`src/rtl/fp8_pkg.sv`:
```
// fp8 mini-float adder shared types.
// Format: [7:5] exponent, [4:0] mantissa, no hidden bit.
package fp8_pkg;

  localparam int EXP_W = 3;
  localparam int MAN_W = 5;
  localparam int W     = EXP_W + MAN_W;

  localparam logic [EXP_W-1:0] EXP_MAX = '1;

  typedef enum logic [2:0] {
    IDLE,
    LOAD,
    ALIGN,
    ADD,
    DONE
  } state_t;

  function automatic logic [EXP_W-1:0] exp_of(
    input logic [W-1:0] x
  );
    return x[W-1:MAN_W];
  endfunction

  function automatic logic [MAN_W-1:0] man_of(
    input logic [W-1:0] x
  );
    return x[MAN_W-1:0];
  endfunction

endpackage

```
`src/rtl/big_number_first.sv`:
```
// Comparator-swap: puts the larger mini-float first.
// Ties on exponent go to mantissa; full ties keep A first.
module big_number_first
  import fp8_pkg::*;
(
  input  logic [W-1:0] a,
  input  logic [W-1:0] b,
  output logic [W-1:0] big,
  output logic [W-1:0] sml
);

  logic aFirst;

  // order by exponent, then mantissa
  always_comb begin
    aFirst = (exp_of(a) > exp_of(b)) ||
             ((exp_of(a) == exp_of(b)) &&
              (man_of(a) >= man_of(b)));
    big = aFirst ? a : b;
    sml = aFirst ? b : a;
  end

endmodule

```
`src/rtl/fp8_add_sequencer.sv`:
```
// Multi-cycle fp8 adder: order, align one bit
// per cycle, add, normalise or saturate.
module fp8_add_sequencer
  import fp8_pkg::*;
(
  input  logic         clk,
  input  logic         rst_n,
  input  logic         start,
  input  logic [W-1:0] a_in,
  input  logic [W-1:0] b_in,
  output logic         ready,
  output logic         busy,
  output logic         done,
  output logic [W-1:0] result,
  output logic         ovf
);

  state_t state;
  state_t nextState;

  logic [W-1:0]     aReg;
  logic [W-1:0]     bReg;
  logic [W-1:0]     bigOp;
  logic [W-1:0]     smlOp;
  logic [EXP_W-1:0] eBig;
  logic [MAN_W-1:0] mBig;
  logic [MAN_W-1:0] mSml;
  logic [EXP_W-1:0] cnt;
  logic [MAN_W:0]   sum;

  big_number_first uOrder (
    .a   (aReg),
    .b   (bReg),
    .big (bigOp),
    .sml (smlOp)
  );

  assign sum   = {1'b0, mBig} + {1'b0, mSml};
  assign ready = (state == IDLE);
  assign busy  = (state != IDLE);

  // state register
  always_ff @(posedge clk or negedge rst_n) begin
    if (!rst_n) state <= IDLE;
    else        state <= nextState;
  end

  // next-state decode
  always_comb begin
    nextState = state;
    unique case (state)
      IDLE:    if (start) nextState = LOAD;
      LOAD:    nextState = ALIGN;
      ALIGN:   if (cnt == '0) nextState = ADD;
      ADD:     nextState = DONE;
      DONE:    nextState = IDLE;
      default: nextState = IDLE;
    endcase
  end

  // capture, align, add and result registers
  always_ff @(posedge clk or negedge rst_n) begin
    if (!rst_n) begin
      aReg   <= '0;
      bReg   <= '0;
      eBig   <= '0;
      mBig   <= '0;
      mSml   <= '0;
      cnt    <= '0;
      result <= '0;
      ovf    <= 1'b0;
      done   <= 1'b0;
    end else begin
      done <= 1'b0;
      unique case (state)
        IDLE: begin
          if (start) begin
            aReg <= a_in;
            bReg <= b_in;
          end
        end
        LOAD: begin
          eBig <= exp_of(bigOp);
          mBig <= man_of(bigOp);
          mSml <= man_of(smlOp);
          cnt  <= exp_of(bigOp) - exp_of(smlOp);
        end
        ALIGN: begin
          if (cnt != '0) begin
            mSml <= mSml >> 1;
            cnt  <= cnt - 1'b1;
          end
        end
        ADD: begin
          done <= 1'b1;
          if (!sum[MAN_W]) begin
            result <= {eBig, sum[MAN_W-1:0]};
            ovf    <= 1'b0;
          end else if (eBig != EXP_MAX) begin
            result <= {eBig + 1'b1, sum[MAN_W:1]};
            ovf    <= 1'b0;
          end else begin
            result <= '1;
            ovf    <= 1'b1;
          end
        end
        default: begin
        end
      endcase
    end
  end

endmodule

```
`config.mk`:
```
export PLATFORM = sky130hd
export DESIGN_NAME = fp8_add_sequencer
export DESIGN_NICKNAME = d
export VERILOG_FILES = /design/src/rtl/fp8_pkg.sv /design/src/rtl/big_number_first.sv /design/src/rtl/fp8_add_sequencer.sv
export SDC_FILE = /design/constraint.sdc
export NUM_CORES = 1
export LEC_CHECK = 0
export BUFFER_PORTS_ARGS = -buffer_cell sky130_fd_sc_hd__buf_2
export CAP_MARGIN = 20
export CORE_ASPECT_RATIO = 0.7
export CORE_UTILIZATION = 62
export DETAILED_ROUTE_END_ITERATION = 6
export PLACE_DENSITY_LB_ADDON = 0.1
export SETUP_SLACK_MARGIN = 0.02
export SLEW_MARGIN = 10
export SYNTH_ARGS = -nofsm -noshare
export SYNTH_HDL_FRONTEND = slang
export SYNTH_SLANG_ARGS = --single-unit
```
`constraint.sdc`:
```
create_clock -name clk -period 3.7 [get_ports clk]
set_input_delay 0.555 -clock clk [delete_from_list [all_inputs] [get_ports clk]]
set_output_delay 0.555 -clock clk [all_outputs]
set_load 0.01 [all_outputs]
```
# After elaboration in Yosys (flattened, before gate mapping)
# Cells that the tools add are included.
dict set report word_totals {
  input_bits 19
  regBits 45
  word_cells 48
  out_inout_bits 12
}
dict set report op_classes {
  add_sub_neg 4
  mux 14
  reduce_logical 10
  eq_ne 8
  order_cmp 2
}
# operator n
set ops {}
lappend ops {{$mux 8} 4}
lappend ops {{$pmux 3 s4} 1}
lappend ops {{$pmux 5 s2} 1}
lappend ops {{$mux 3} 3}
lappend ops {{$add 5x5->6} 1}
lappend ops {{$eq 3x2->1 const B} 2}
lappend ops {{$logic_not 3->1} 2}
lappend ops {{$ne 2x2->1 const B} 3}
lappend ops {{$pmux 3 s2} 1}
lappend ops {{$reduce_and 2->1} 3}
lappend ops {{$reduce_bool 3->1} 2}
lappend ops {{$ge 5x5->1} 1}
lappend ops {{$mux 5} 1}
lappend ops {{$add 3x1->3 const B} 1}
lappend ops {{$eq 3x1->1 const B} 1}
lappend ops {{$eq 3x3->1} 1}
lappend ops {{$gt 3x3->1} 1}
lappend ops {{$mux 1} 3}
lappend ops {{$ne 3x3->1 const B} 1}
lappend ops {{$sub 3x1->3 const B} 1}
lappend ops {{$sub 3x3->3} 1}
lappend ops {{$reduce_bool 2->1} 1}
lappend ops {{$logic_and 1x1->1} 1}
lappend ops {{$logic_or 1x1->1} 1}

# Depth between registers and ports, before layout
dict set report depth {
  depth_word 6
  ltp_mapped 12
  ltp_nobuf 11
}

# By module
# A second synthesis with hierarchy kept.
dict set report hier_totals {
  hier_cells 232
  area_unflattened_um2 2661.3
}
# module n_inst cells_per_inst seq_area_each_um2 area_per_inst_um2
set modules_own_cells {}
lappend modules_own_cells {fp8_add_sequencer 1 182 1126.1 2182.1}
lappend modules_own_cells {big_number_first 1 50 0.0 479.2}

# Least setup slack after synthesis
# OpenSTA, ideal clock, no wires.
dict set report synth_path {
  path_type {register to register}
  start {register aReg[6]}
  end {register cnt[2]}
  arrival_ps 2141
  path_stages_with_launch 12
  period_less_slack_ps 2273
  required_time_ps 3568
  path_slack_ps 1427
  setup_ps 132
  n_path_buf 1
  path_cell_list {dfrtp_1 ha_1 and4b_1 nand2_1 o211ai_2 buf_4 nor3b_1 a21oi_1 ha_1 a221oi_2 xor2_1 a21oi_1}
}
dict set report synth_via {
  elab_chain_cells 6
  elab_cells_between_ends 8
  cone_classes {1 x add/sub; 1 x order compare; 1 x eq/ne; 3 x mux; 2 x reduce/logical}
}
# element line_no
set synth_rtl {}
lappend synth_rtl {{start, declared} fp8_add_sequencer.sv:21} ;# logic [W-1:0] aReg;
lappend synth_rtl {{start signal, assigned} fp8_add_sequencer.sv:78} ;# aReg <= a_in;
lappend synth_rtl {{branches (longest 4 deep; another with $gt 3x3->1)} --}
lappend synth_rtl {{$sub 3x3->3 (*)} fp8_add_sequencer.sv:86} ;# cnt <= exp_of(bigOp) - exp_of(smlOp);
lappend synth_rtl {{$pmux 3 s2 (*)} fp8_add_sequencer.sv:75} ;# unique case (state)
lappend synth_rtl {{end signal, assigned} fp8_add_sequencer.sv:86}
lappend synth_rtl {{end signal, assigned} fp8_add_sequencer.sv:91} ;# cnt <= cnt - 1'b1;
lappend synth_rtl {{end, declared} fp8_add_sequencer.sv:28} ;# logic [EXP_W-1:0] cnt;
# Mark *: on every way between the ends.
# A chain may end at the register's enable or synchronous reset.

# Worst setup path after layout
dict set report layout_path {
  start {register aReg[7]}
  end {register cnt[2]}
}
# The elaborated chain is that of the path after synthesis.

==> run metrics <==
Vias/cell 5.73; Rows 18; Top-Level Pins 31; final setup slack of the worst path 1.31 ns; total negative slack 0 ns; Final min period 2.39 ns; Worst Path Max Fanout 5; most frequent cells in the layout dfrtp_1 (45), nand2_1 (32), buf_2 (30); Root Buffer clkbuf_8; R2R cell count 10; fraction of layout cells with a size suffix above 1 20.0%; area delta synth->final 10.5%; r2r setup slk 1.31 ns; gr usage total 25.5%; skew final 0.00646 ns; flops & latches, synth 45; CTS tree done; Final Net Count 326; pre-CTS setup slack 1.36 ns; Initial Util 68.3%; WL/cell 14.7 um; H-tree levels 2; CTS Buffer Depth 2; floorplan core area 3690 um^2; Synth Cell Area 2520 um^2; Final ANT Viol Nets 0; Slew Limit Fails 0; Mapped Cells 260; hold slack final 0.227 ns; worst hold path class in2async; CTS Hold Bufs 0; Mapped Nets 297; commonest non-fill, non-tap cell in the layout dfrtp_1; Worst IR Drop VDD 0.737 mV; Worst Path Class, Setup reg2reg; number of global-route vias before repair 1,900; vias 1,947; R2R Path End cnt[2]; leakage power 1.37 nW; final WL 4980 um; cts repair resizes 0; Remaining DRCs 0; Final setup viols 0; Slew headroom 31.9%; Chip Width 78.2 um; CP Capture Type flop; crit path DAT 2.56 ns; full die area 4330 um^2; setup repair after global routing missed its margin no; overflow left after global routing 0; Final Hold Vio Count 0; Netlist cell types 45; Clk pin slew, worst setup/hold paths 0.09 ns; DP HPWL 3580 um; pwr dens 1070 nW/um^2; Worst setup SP type flop; fmax 419 MHz; reg2reg start aReg[7]; initial antenna violation count 0; largest net degree at the start of global routing 46; Die Y 55.4 um; yosys warns 0; max cap viols 0; Skew-Pair Late Insertion Delay 0.30 ns; global-route wire length before repair 8470 um; non-filler cells, final 340; post-synthesis sequential area ratio 44.6%; GPL Wtd Cong 0.890; post-placement cell count 331; initial drt markers 88; setup bufs post-CTS 0; Slew @ Worst Pin 1.01 ns; Tot Pwr 2.98 mW; status finished clean; Ant. Diodes 0; IO Port Bufs 30; final clock period utilization by the worst path 64.6%; Syn Area/Cell 9.70 um^2; drt pass-1 iters 4; CTS buffer count 5; required time worst endpoint 3.87 ns; clock sinks 45
## state kept, by name, indices dropped and copies added, names as in the netlist
name / flops
aReg: 8
bReg: 8
cnt: 3
done: 1
eBig: 3
mBig: 5
mSml: 5
ovf: 1
result: 8
state: 3
## worst max-delay path, stage by stage, from the launching register on
cell,delay [ns]
dfrtp_1,0.40
ha_1,0.39
nand2_1,0.08
o21ai_0,0.25
o211ai_2,0.17
nor3b_1,0.22
a21oi_1,0.07
ha_1,0.20
a221oi_2,0.20
xor2_1,0.20
a21oi_1,0.09
## synthesized netlist by cell type (all sizes together)
master	instances	share of area, %
a31o	1	0.35
dfrtp	45	45
and3	1	0.25
o221ai	1	0.35
and2	1	0.35
nor3	3	0.60
xor2	1	0.35
o22ai	4	1.2
mux2i	9	3.6
buf	7	2.9
nor2b	3	0.74
o31ai	3	0.89
mux2	8	4.2
nor2	23	3.4
a211oi	4	1.2
clkbuf	3	0.45
a21o	2	0.60
nor3b	3	1.1
nand3b	2	0.60
nand2	32	4.8
a31oi	1	0.25
or3	2	0.69
ha	17	8.4
nand3	4	0.79
o22a	2	0.69
a221oi	1	0.60
nand2b	1	0.25
inv	18	2.7
fa	1	0.79
a21oi	21	4.2
xnor2	2	0.69
and4b	1	0.40
o21ai	29	5.8
o211ai	2	0.79
or2	2	0.50
## worst max-delay path by stage
| stage | cells past startpoint | startpoint | endpoint |
|---|---|---|---|
| CTS | 10 | aReg[7] | cnt[2] |
| global placement | 10 | aReg[6] | cnt[2] |
| floorplan | 11 | aReg[6] | cnt[2] |
| detailed placement | 10 | aReg[7] | cnt[2] |
| global route | 10 | aReg[7] | cnt[2] |
| finish | 10 | aReg[7] | cnt[2] |
## routing by layer
metal	routed length, um	GRT usage, %
met1	2330	34.0
met2	2300	40.7
met3	278	5.95
met4	72	9.52
met5	0	0
## cell type report
type | instances | area (um^2)
Multi-Input combinational cell | 187 | 1240
Sequential cell | 45 | 1130
Clock buffer | 7 | 96.3
Tap cell | 50 | 62.6
Inverter | 18 | 67.6
Timing Repair Buffer | 32 | 185
Fill cell | 269 | 907
Clock inverter | 1 | 5.00
## where the power goes
part	switching [mW]	total [mW]	internal, mW
combinational	1.00	1.74	0.741
sequential	0.177	0.900	0.723
clock	0.165	0.334	0.169
total	1.34	2.98	1.63
## cells by family after synthesis
| group | count (synthesis) | share of synthesized area [%] |
|---|---|---|
| AOI/OAI and AO/OA | 71 | 16.9 |
| xor gates and xnor gates | 3 | 1.04 |
| adders and majority gates | 18 | 9.23 |
| buffers and inverters | 28 | 6.05 |
| DFF | 45 | 44.6 |
| muxes | 17 | 7.74 |
| and+or+nand+nor | 78 | 14.4 |
## stage by stage
step / instance area, um^2 / util [%]
2_1_floorplan: 2520 / -
3_3_place_gp: 2660 / 72.0
3_5_place_dp: 2660 / 72.0
4_1_cts: 2760 / 74.7
5_1_grt: 2790 / 75.4
6_report: 2790 / 75.4
Note: power is estimated with default switching activity, not from simulation.
